==> src/rtl/serial_word_pusher_if.sv <==
// Serial-in / FIFO-write-side bundle for serial_word_pusher.
// master = the pusher, slave = the bit source plus the downstream FIFO.
interface serial_word_pusher_if #(
  parameter int unsigned DATA_W = 10,
  parameter int unsigned CNT_W  = 8
);
  logic              bit_valid;
  logic              bit_in;
  logic              frame_start;
  logic              full;
  logic              push;
  logic [DATA_W-1:0] data_out;
  logic [CNT_W-1:0]  overflow_cnt;
  logic              parity_err;
  logic              busy;

  modport master (
    input  bit_valid, bit_in, frame_start, full,
    output push, data_out, overflow_cnt, parity_err, busy
  );

  modport slave (
    output bit_valid, bit_in, frame_start, full,
    input  push, data_out, overflow_cnt, parity_err, busy
  );
endinterface

==> src/rtl/serial_word_pusher.sv <==
// Deserializes a framed MSB-first bit stream into words and feeds a FIFO via a one-word hold register.
// Optional trailing even-parity bit per word: define SERIAL_WORD_PUSHER_PARITY_EN.
module serial_word_pusher #(
  parameter int unsigned DATA_W = 10,
  parameter int unsigned CNT_W  = 8
) (
  input  logic                 clock,
  input  logic                 rst,
  serial_word_pusher_if.master bus
);

  localparam int unsigned BIT_CNT_W = $clog2(DATA_W + 1);

  localparam logic [1:0] IDLE   = 2'd0;
  localparam logic [1:0] SHIFT  = 2'd1;
`ifdef SERIAL_WORD_PUSHER_PARITY_EN
  localparam logic [1:0] PARITY = 2'd2;
`endif

  logic [1:0]           state_q, state_d;
  logic [BIT_CNT_W-1:0] cnt_q, cnt_d;
  logic [DATA_W-1:0]    shift_q, shift_d;
  logic [DATA_W-1:0]    hold_q, hold_d;
  logic                 pend_q, pend_d;
  logic [CNT_W-1:0]     ovf_q, ovf_d;

  logic                 push_c;
  logic                 word_done;
  logic [DATA_W-1:0]    word_val;
  logic [DATA_W-1:0]    shifted;

`ifdef SERIAL_WORD_PUSHER_PARITY_EN
  logic perr_q, perr_d;
`endif

  assign push_c = pend_q & ~bus.full;

  // Next-state: deserializer FSM, then hold-register / overflow bookkeeping
  always_comb begin
    state_d   = state_q;
    cnt_d     = cnt_q;
    shift_d   = shift_q;
    hold_d    = hold_q;
    pend_d    = pend_q;
    ovf_d     = ovf_q;
    word_done = 1'b0;
    word_val  = shift_q;
    shifted   = {shift_q[DATA_W-2:0], bus.bit_in};
`ifdef SERIAL_WORD_PUSHER_PARITY_EN
    perr_d    = 1'b0;
`endif

    case (state_q)
      IDLE: begin
        if (bus.bit_valid && bus.frame_start) begin
          shift_d = DATA_W'(bus.bit_in);
          cnt_d   = BIT_CNT_W'(1);
          state_d = SHIFT;
        end
      end
      SHIFT: begin
        if (bus.bit_valid) begin
          if (bus.frame_start) begin
            shift_d = DATA_W'(bus.bit_in);
            cnt_d   = BIT_CNT_W'(1);
          end else if (cnt_q == BIT_CNT_W'(DATA_W - 1)) begin
            shift_d = shifted;
            cnt_d   = '0;
`ifdef SERIAL_WORD_PUSHER_PARITY_EN
            state_d = PARITY;
`else
            state_d   = IDLE;
            word_done = 1'b1;
            word_val  = shifted;
`endif
          end else begin
            shift_d = shifted;
            cnt_d   = cnt_q + BIT_CNT_W'(1);
          end
        end
      end
`ifdef SERIAL_WORD_PUSHER_PARITY_EN
      PARITY: begin
        if (bus.bit_valid) begin
          if (bus.frame_start) begin
            shift_d = DATA_W'(bus.bit_in);
            cnt_d   = BIT_CNT_W'(1);
            state_d = SHIFT;
          end else begin
            state_d = IDLE;
            if ((^shift_q) == bus.bit_in) begin
              word_done = 1'b1;
              word_val  = shift_q;
            end else begin
              perr_d = 1'b1;
            end
          end
        end
      end
`endif
      default: state_d = IDLE;
    endcase

    // A push on the same edge frees the slot for the incoming word
    if (word_done) begin
      if (!pend_q || push_c) begin
        hold_d = word_val;
        pend_d = 1'b1;
      end else if (ovf_q != {CNT_W{1'b1}}) begin
        ovf_d = ovf_q + CNT_W'(1);
      end
    end else if (push_c) begin
      pend_d = 1'b0;
    end
  end

  always_ff @(posedge clock) begin
    if (rst) begin
      state_q <= IDLE;
      cnt_q   <= '0;
      shift_q <= '0;
      hold_q  <= '0;
      pend_q  <= 1'b0;
      ovf_q   <= '0;
    end else begin
      state_q <= state_d;
      cnt_q   <= cnt_d;
      shift_q <= shift_d;
      hold_q  <= hold_d;
      pend_q  <= pend_d;
      ovf_q   <= ovf_d;
    end
  end

`ifdef SERIAL_WORD_PUSHER_PARITY_EN
  always_ff @(posedge clock) begin
    if (rst) perr_q <= 1'b0;
    else     perr_q <= perr_d;
  end
  assign bus.parity_err = perr_q;
`else
  assign bus.parity_err = 1'b0;
`endif

  assign bus.push         = push_c;
  assign bus.data_out     = hold_q;
  assign bus.overflow_cnt = ovf_q;
  assign bus.busy         = (state_q != IDLE) | pend_q;

endmodule

==> src/flat_wrapper.sv <==
// flat-port wrapper written by rule: the top's interface ports become plain ports
module serial_word_pusher_flat 
#(
  parameter int unsigned DATA_W = 10,
  parameter int unsigned CNT_W  = 8
)
  (clock, rst, bus_bit_valid, bus_bit_in, bus_frame_start, bus_full, bus_push, bus_data_out, bus_overflow_cnt, bus_parity_err, bus_busy);
  serial_word_pusher_if #(.DATA_W(DATA_W), .CNT_W(CNT_W)) bus_i ();
  input  logic clock;
  input  logic rst;
  input wire logic [$bits(bus_i.bit_valid)-1:0] bus_bit_valid;
  input wire logic [$bits(bus_i.bit_in)-1:0] bus_bit_in;
  input wire logic [$bits(bus_i.frame_start)-1:0] bus_frame_start;
  input wire logic [$bits(bus_i.full)-1:0] bus_full;
  output wire logic [$bits(bus_i.push)-1:0] bus_push;
  output wire logic [$bits(bus_i.data_out)-1:0] bus_data_out;
  output wire logic [$bits(bus_i.overflow_cnt)-1:0] bus_overflow_cnt;
  output wire logic [$bits(bus_i.parity_err)-1:0] bus_parity_err;
  output wire logic [$bits(bus_i.busy)-1:0] bus_busy;
  assign bus_i.bit_valid = bus_bit_valid;
  assign bus_i.bit_in = bus_bit_in;
  assign bus_i.frame_start = bus_frame_start;
  assign bus_i.full = bus_full;
  assign bus_push = bus_i.push;
  assign bus_data_out = bus_i.data_out;
  assign bus_overflow_cnt = bus_i.overflow_cnt;
  assign bus_parity_err = bus_i.parity_err;
  assign bus_busy = bus_i.busy;
  serial_word_pusher #(.DATA_W(DATA_W), .CNT_W(CNT_W)) u_core (.clock(clock), .rst(rst), .bus(bus_i));
endmodule
==> config.mk <==
export PLATFORM = sky130hd
export DESIGN_NAME = serial_word_pusher_flat
export DESIGN_NICKNAME = d
export VERILOG_FILES = /design/src/rtl/serial_word_pusher_if.sv /design/src/rtl/serial_word_pusher.sv /design/src/flat_wrapper.sv
export SDC_FILE = /design/constraint.sdc
export NUM_CORES = 1
export LEC_CHECK = 0
export CAP_MARGIN = 0
export CORE_ASPECT_RATIO = 1.1
export CORE_MARGIN = 8
export CORE_UTILIZATION = 50
export CTS_CLUSTER_SIZE = 25
export DETAILED_ROUTE_END_ITERATION = 7
export PLACE_DENSITY = 0.78
export SKIP_LAST_GASP = 1
export SLEW_MARGIN = 20
export SYNTH_ARGS = -nofsm -noshare
export SYNTH_HDL_FRONTEND = slang
export SYNTH_SLANG_ARGS = --single-unit
==> constraint.sdc <==
create_clock -name clock -period 2.3 [get_ports clock]
set_input_delay 0.46 -clock clock [delete_from_list [all_inputs] [get_ports clock]]
set_output_delay 0.46 -clock clock [all_outputs]
set_load 0.05 [all_outputs]
### After elaboration in Yosys (flattened, before gate mapping)

Cells that the tools add are included.

| storage, ports and cells | value |
|---|---|
| bits in registers | 35 |
| input port bits | 6 |
| logic and storage cells | 57 |

| cells by class | value |
|---|---|
| add/sub/neg operators | 2 |
| equality and inequality tests | 8 |
| muxes and demuxes | 25 |
| bitwise operators | 4 |
| reductions and logical operators | 12 |

Operators by type and width:

| cell | count |
|---|---|
| 10-bit 2-to-1 mux | 7 |
| 10-bit case mux with 2 select lines | 1 |
| 4-bit 2-to-1 mux | 4 |
| 8-bit by 1-bit adder with 8-bit output, second input constant | 1 |
| 2-bit 2-to-1 mux | 4 |
| 8-bit inequality test, second input constant | 1 |
| 4-bit case mux with 2 select lines | 1 |
| 1-bit 2-to-1 mux | 7 |
| 2-bit inequality test, second input constant | 3 |
| 3-bit AND reduction | 2 |
| 2-bit nonzero test | 3 |
| 4-bit by 1-bit adder with 4-bit output, second input constant | 1 |
| 4-bit == test, second input constant | 1 |
| 2-bit by 1-bit inequality test with 1-bit output, second input constant | 2 |
| 2-bit case mux with 2 select lines | 1 |
| 2-bit AND reduction | 2 |
| 4-bit AND reduction | 1 |
| 2-bit by 1-bit == test with 1-bit output, second input constant | 1 |
| 2-bit zero test | 1 |
| 1-bit inverter | 2 |
| 1-bit bitwise AND | 1 |
| 1-bit logical AND | 1 |
| 1-bit zero test | 1 |
| 1-bit logical OR | 1 |
| 1-bit bitwise OR | 1 |

### Logic depth before layout (Yosys ltp)

Gate-level depths: netlist (run 1).

| logic depth | value |
|---|---|
| depth after elaboration | 7 |
| mapped depth | 8 |
| depth with buffers taken out | 6 |

### Worst setup path after synthesis (run 1)

OpenSTA, ideal clock, no wires.

| timing | value |
|---|---|
| kind | flip-flop to flip-flop |
| from | register u_core.ovf_q[0] (netlist: u_core.bus.overflow_cnt[0]) |
| to | register u_core.ovf_q[1] (netlist: u_core.bus.overflow_cnt[1]) |
| data arrival time | 1.673 ns |
| data required time | 2.174 ns |
| path slack | 0.501 ns |
| stages on the path, launching flop included | 7 |
| period minus slack after synthesis | 1.799 ns |
| cells stage by stage | dfxtp_1 > ha_1 > nand3_1 > o2111ai_4 > buf_6 > mux2i_1 > nor2_1 |

| on the way | value |
|---|---|
| longest elaborated chain between the ends | 2 |

RTL lines:

| element | RTL line | source |
|---|---|---|
| from (decl) | serial_word_pusher.sv:25 | `logic [CNT_W-1:0] ovf_q, ovf_d;` |
| from (signal assigned) | serial_word_pusher.sv:131 | `ovf_q <= ovf_d;` |
| branches (longest 2 deep; another with 8-bit by 1-bit adder with 8-bit output) | -- |  |

Several ways; the timed one is not identified.
A chain may end at the register's enable or synchronous reset.

### Worst setup path in the final report (run 1)

| timing | value |
|---|---|
| from | register u_core.state_q[0] |
| to | output bus_busy |

| on the way | value |
|---|---|
| longest elaborated chain between the ends | 2 |

RTL lines:

| element | RTL line | source |
|---|---|---|
| from (decl) | serial_word_pusher.sv:20 | `logic [1:0] state_q, state_d;` |
| from (signal assigned) | serial_word_pusher.sv:126 | `state_q <= state_d;` |
| 2-bit nonzero test | serial_word_pusher.sv:148 | `assign bus.busy = (state_q != IDLE) \| pend_q;` |
| 1-bit bitwise OR | serial_word_pusher.sv:148 |  |
| to (decl) | flat_wrapper.sv:19 | `output wire logic [$bits(bus_i.busy)-1:0] bus_busy;` |

Every way passes these cells.

==> impl_results.md, run 1 <==
- Gate power share: 0.060
- CP startpoint: u_core.state_q[0]
- Root buffer selected by CTS: clkbuf_4
- Slowest stage delay, CP: 790 ps
- Antenna viol nets, final: 0
- DRT iter0 DRCs: 22
- Num CTS Buffers: 5
- Synthesized area: 0.001363 mm2
- Vias: 1104
- Unrepaired setup endpoints after global routing: no
- Outcome: completed
- Slew Limit Fails: 0
- Levels on crit path: 2
- Depth of the CTS H-tree: 2
- R2r endpoint: u_core.bus.overflow_cnt[7]
- Most frequent cells in the layout: dfxtp_1, nor2_1, clkdlybuf4s50_1
- Final core occ: 0.6393
- RePlAce Congestion: 0.7634
- Async set or reset register ratio after synthesis: 0
- Initial antenna violation count: 0
- Post-Layout Cell Count: 206
- Area grow syn2layout: 25.62%
- Int Power: 721.4 uW
- Reg2reg start: u_core.cnt_q[0]
- Synth Net Count: 151
- Clk sink count: 33
- First-pass GRT wire length: 4609 um
- Post-CTS resize count: 0
- Sequential share of the synthesized area: 0.4848
- HPWL Detailed: 2059 um
- Critical Path AT: 1700 ps
- Flop2flop setup slack: 380 ps
- Buf+Inv Stages, Crit Path: 1
- Hold Path Class: reg -> reg
- Initial core utilization: 0.5089
- Top Metal Used: met4
- # diodes: 0
- Least-Margin Pin Slew: 516.8 ps
- Multi-input logic area: 644.4 um2
- Critical path launch point type: register
- CP Max Fanout: 6
- Row cnt: 20
- Ys flop type: dfxtp_1
- Pre-antenna DRT Iters: 4
- Syn_area_per_cell: 9.595 um2
- Tot Pwr: 947.5 uW
- Ports: 27
- Layout cell share with drive strength beyond 1: 0.09827
- Net switching power: 226.1 uW
- Final WL: 2845 um
- Vias/cell: 5.359
- Die Y: 70.75 um
- Final hold violation count: 0
- Synthesized flop and latch total: 33
- # Post-CTS Setup Buffers: 0
- GRT Resource Usage Total: 0.1269
- Vias in the first global route: 1062
- Sw Ratio: 0.2386
- Met2 WL: 1301 um
- Critical Path End Type: output port
- # Max-Cap Violations: 0
- P per Cell Area: 553.6 mW/mm2
- Fill count: 221
- Post-route cell area: 0.001712 mm2
- Total die area: 0.004654 mm2
- CTS clk-pin slew, worst paths: 100 ps
- R2R cell count: 5
- Routed len/inst: 13.81 um
- Synth warn: 0
- VDD IR max: 505.6 uV
- Reg power frac: 0.614
- Layout net count: 181
- CTS tree: built
- Clock group share of total power: 0.326
- # setup viols final: 0
- Most common cell after layout, fill and taps aside: dfxtp_1
- Port buffer count: 25
- Bufs on Longest Clock Path: 2
- Placed cells: 198
- Skew final: 10.10 ps
- Kind of critical path: reg -> out
- EDFF count, synth: 0
- Die span in x: 65.78 um
- Crit share post-route: 0.9403
- CP required: 1840 ps
- Register area: 660.6 um2
- Max Clk Rate: 462.4 MHz
- Core ar.: 0.002678 mm2
- Crit path max-delay family: buffers and inverters
- DR WL met3: 259 um
- Worst rel slew slack: 0.6544
- Area post-placement: 0.001663 mm2
- # hold bufs at CTS: 0
- Tmin final: 2163 ps
- Distinct cells, synth: 34
- Residual DRC count: 0
- Worst-Skew Late Latency: 340 ps
- Largest net degree at the start of global routing: 21
- Final TNS setup: 0 ps
- Leak pwr: 0.0006926 uW
- Met1 Routed Length: 1217 um
- Worst setup path endpoint: bus_busy
- Critical Path Slowest Stage Cell: clkdlybuf4s50_1
- Syn Inst Count: 142
- Worst path cell trace: or2_2 > clkdlybuf4s50_1
- Total global routing overflow: 0
[routing by layer]
metal  global-route usage  vias to the layer above
met4              0.08252                        0
met3              0.07109                        6
met1               0.1259                      517
li1                     -                      554
met5                    0                        -
met2               0.1974                       27
[power by group through the flow]
stage | Sequential (uW) | Clock [uW] | Combinational, uW
after floorplan | 593 | 0 | 33.5
after global placement | 594 | 0 | 55.4
after detailed placement | 595 | 0 | 56.6
after CTS | 582 | 320 | 56.8
after global routing | 582 | 335 | 63.0
final | 582 | 309 | 56.7
[tightest hold or removal path, stage by stage (launching register included)]
cell	delay [ps]
dfxtp_1	340
nand2_1	60
a21oi_1	50
[area by class of cell]
| type | count | share of cell area |
|---|---|---|
| sequential | 33 | 0.3860 |
| multi-input combinational | 98 | 0.3765 |
| tap | 33 | 0.02412 |
| clock buffer | 8 | 0.02851 |
| timing repair buffer | 31 | 0.1784 |
| inverter | 3 | 0.006579 |
[sequential cells by signal (all words and copies together), names as in the netlist]
| register | flops |
|---|---|
| u_core.cnt_q | 4 |
| u_core.bus.data_out | 10 |
| u_core.bus.overflow_cnt | 8 |
| u_core.shift_q | 9 |
| u_core.pend_q | 1 |
| u_core.state_q | 1 |
[cells in the mapped netlist (2+ instances only)]
cell type | number | share of area
dfxtp_1 | 33 | 0.48
nor2_1 | 26 | 0.072
mux2i_1 | 11 | 0.081
a22oi_1 | 9 | 0.050
a21oi_1 | 8 | 0.029
nand2_1 | 6 | 0.017
clkbuf_1 | 4 | 0.011
o31ai_1 | 4 | 0.022
or4_1 | 4 | 0.022
ha_1 | 3 | 0.028
inv_1 | 3 | 0.0083
nand3_1 | 3 | 0.011
xor2_1 | 3 | 0.019
a21o_1 | 2 | 0.011
o21a_1 | 2 | 0.011
o21ai_0 | 2 | 0.0073
or3_1 | 2 | 0.0092
[through the flow]
| stage | worst slack, ps | hold slack [ps] |
|---|---|---|
| floorplan | 500.9 | 448.3 |
| global placement | 175.4 | 471.0 |
| detailed placement | 102.2 | 476.4 |
| CTS | 119.5 | 488.0 |
| global route | 73.97 | 505.5 |
| finish | 137.2 | 485.8 |
[cells by family after synthesis]
kind of cell,synth area share
flip-flops,0.4848
buffers and inverters,0.04224
other,0.002752
multiplexers,0.08081
AO/OA/AOI/OAI,0.1589
adder cells (fa/ha/maj),0.02755
XOR/XNOR,0.01929
AND/OR/NAND/NOR,0.1837
[worst min-delay path by stage]
| stage | start | endpoint | slack [ps] | cells past startpoint |
|---|---|---|---|---|
| after floorplan | u_core.shift_q[0] | u_core.shift_q[0] | 450 | 2 |
| after global placement | u_core.shift_q[0] | u_core.shift_q[0] | 470 | 2 |
| final | u_core.shift_q[0] | u_core.shift_q[0] | 490 | 2 |
| after detailed placement | u_core.shift_q[0] | u_core.shift_q[0] | 480 | 2 |
| after CTS | u_core.shift_q[0] | u_core.shift_q[0] | 490 | 2 |
| after global routing | u_core.shift_q[0] | u_core.shift_q[0] | 510 | 2 |
(Power assumes the default switching activity.)
==> run 2: changes to the inputs <==
- CORE_ASPECT_RATIO: 1.1 -> 1.2
- CORE_MARGIN: 8 -> 10
==> impl_results.md, run 2 (synthesis results as in run 1) <==
- Worst path cell trace: or2_2 > clkdlybuf4s50_1 (unchanged)
- CP required: 1840 ps (about the same)
- GRT Resource Usage Total: 0.1184 (was 0.1269)
- Root buffer selected by CTS: clkbuf_4 (unchanged)
- # hold bufs at CTS: 0 (unchanged)
- Vias: 1116 (was 1104)
- Largest net degree at the start of global routing: 21 (unchanged)
- VDD IR max: 414.7 uV (was 505.6 uV)
- Buf+Inv Stages, Crit Path: 1 (unchanged)
- Max reg flops: 10 (unchanged)
- # Post-CTS Setup Buffers: 0 (unchanged)
- CTS tree: built (unchanged)
- CP Max Fanout: 6 (unchanged)
- Die Y: 77.19 um (was 70.75 um)
- Slowest stage delay, CP: 800 ps (was 790 ps)
- DRT iter0 DRCs: 74 (was 22)
- Skew final: 5.758 ps (was 10.10 ps)
- Num CTS Buffers: 5 (unchanged)
- Kind of critical path: reg -> out (unchanged)
- Vias in the first global route: 1118 (was 1062)
- Final WL: 2948 um (was 2845 um)
- Final TNS setup: 0 ps (unchanged)
- Row cnt: 20 (unchanged)
- Unrepaired setup endpoints after global routing: no (unchanged)
- Final hold violation count: 0 (unchanged)
- Hold Path Class: reg -> reg (unchanged)
- Fill count: 213 (was 221)
- Ports: 27 (unchanged)
- Layout cell share with drive strength beyond 1: 0.1156 (was 0.09827)
- Most frequent cells in the layout: dfxtp_1, nor2_1, clkdlybuf4s50_1 (unchanged)
- Residual DRC count: 0 (unchanged)
- Vias/cell: 5.417 (was 5.359)
- Critical Path Slowest Stage Cell: clkdlybuf4s50_1 (unchanged)
- # diodes: 0 (unchanged)
- HPWL Detailed: 2172 um (was 2059 um)
- Leak pwr: 0.0007075 uW (was 0.0006926 uW)
- Initial antenna violation count: 0 (unchanged)
- Clk sink count: 33 (unchanged)
- Area grow syn2layout: 28.19% (was 25.62%)
- P per Cell Area: 617.6 mW/mm2 (was 553.6 mW/mm2)
- Worst setup margin: 142.7 ps (was 137.2 ps)
- Bufs on Longest Clock Path: 2 (unchanged)
- Pre-antenna DRT Iters: 4 (unchanged)
- Routed len/inst: 14.31 um (was 13.81 um)
- Max Clk Rate: 463.5 MHz (was 462.4 MHz)
- Total global routing overflow: 0 (unchanged)
- Critical Path AT: 1700 ps (about the same)
- First-pass GRT wire length: 4905 um (was 4609 um)
- Die span in x: 67.66 um (was 65.78 um)
- Antenna viol nets, final: 0 (unchanged)
- Worst rel slew slack: 0.6563 (was 0.6544)
- RePlAce Congestion: 0.7557 (was 0.7634)
- Slew Limit Fails: 0 (unchanged)
- Port buffer count: 25 (unchanged)
- Layout net count: 181 (unchanged)
- CTS clk-pin slew, worst paths: 110 ps (was 100 ps)
- Outcome: completed (unchanged)
- Worst-Skew Late Latency: 330 ps (was 340 ps)
- # Max-Cap Violations: 0 (unchanged)
- Crit share post-route: 0.9380 (was 0.9403)
- Least-Margin Pin Slew: 514.0 ps (was 516.8 ps)
- Core ar.: 0.002577 mm2 (was 0.002678 mm2)
- # setup viols final: 0 (unchanged)
- Most common cell after layout, fill and taps aside: dfxtp_1 (unchanged)
- Crit path max-delay family: buffers and inverters (unchanged)
- Depth of the CTS H-tree: 2 (unchanged)
- Post-CTS resize count: 0 (unchanged)
- Pre-CTS setup slack: 96.59 ps (was 102.2 ps)
- Tmin final: 2157 ps (was 2163 ps)
- Total die area: 0.005222 mm2 (was 0.004654 mm2)
- Initial core utilization: 0.5286 (was 0.5089)
- Critical Path End Type: output port (unchanged)
- Critical path launch point type: register (unchanged)
## run 2: cell count changes in the layout (fill, tap and decap cells not counted)
cell / before / now
clkbuf_1: 3 / 0
bufinv_16: 0 / 1
clkinv_4: 0 / 1
clkinvlp_4: 0 / 1
## run 2: through the flow
step                      area (um2)  instances  hold WS [ps]  power [uW]    util
final                           1747        206         486.1        1079  0.6777
after CTS                       1747        206         486.9        1084  0.6777
after floorplan                 1363        142         448.3       626.9       -
after global placement          1663        198         467.1       650.0  0.6451
after detailed placement        1663        198         470.4       652.1  0.6451
after global routing            1747        206         530.2        1115  0.6777
## run 2: worst reg2reg max path: stages, from the launching register on
cell and delay, ps:
dfxtp_1 420, ha_1 170, and3b_1 320, o2111ai_4 270
or4_1 520, a21oi_1 170
## run 2: path summary, 6_finish.rpt
kind              slack (ps)  depth (start not counted)               from                         end
setup / recovery         140                          2  u_core.state_q[0]                    bus_busy
setup reg to reg         360                          5    u_core.cnt_q[0]  u_core.bus.overflow_cnt[7]
hold reg to reg          490                          2  u_core.shift_q[0]           u_core.shift_q[0]
hold / removal           490                          2  u_core.shift_q[0]           u_core.shift_q[0]
## run 2: metal layers
metal / part of all wire / vias up / track usage
met5: 0 / - / 0
met4: 0.017 / 0 / 0.05967
met3: 0.075 / 6 / 0.04797
met2: 0.52 / 26 / 0.1987
met1: 0.39 / 522 / 0.1203
li1: - / 562 / -
## run 2: report_power, final
| part | total, uW | internal [uW] | switching [uW] |
|---|---|---|---|
| clock | 439 | 230 | 209 |
| sequential | 582 | 576 | 5.60 |
| combinational | 57.6 | 23.9 | 33.7 |
| total | 1080 | 830 | 249 |
## run 2: layout make-up
cell class                      count  area (um2)  area share
Clock buffer                        5       37.54     0.02149
Clock inverter                      3       46.29     0.02650
Inverter                            3       11.26    0.006447
Multi-Input combinational cell     98       644.4      0.3689
Sequential cell                    33       660.6      0.3782
Tap cell                           33       41.29     0.02364
Timing Repair Buffer               31       305.3      0.1748
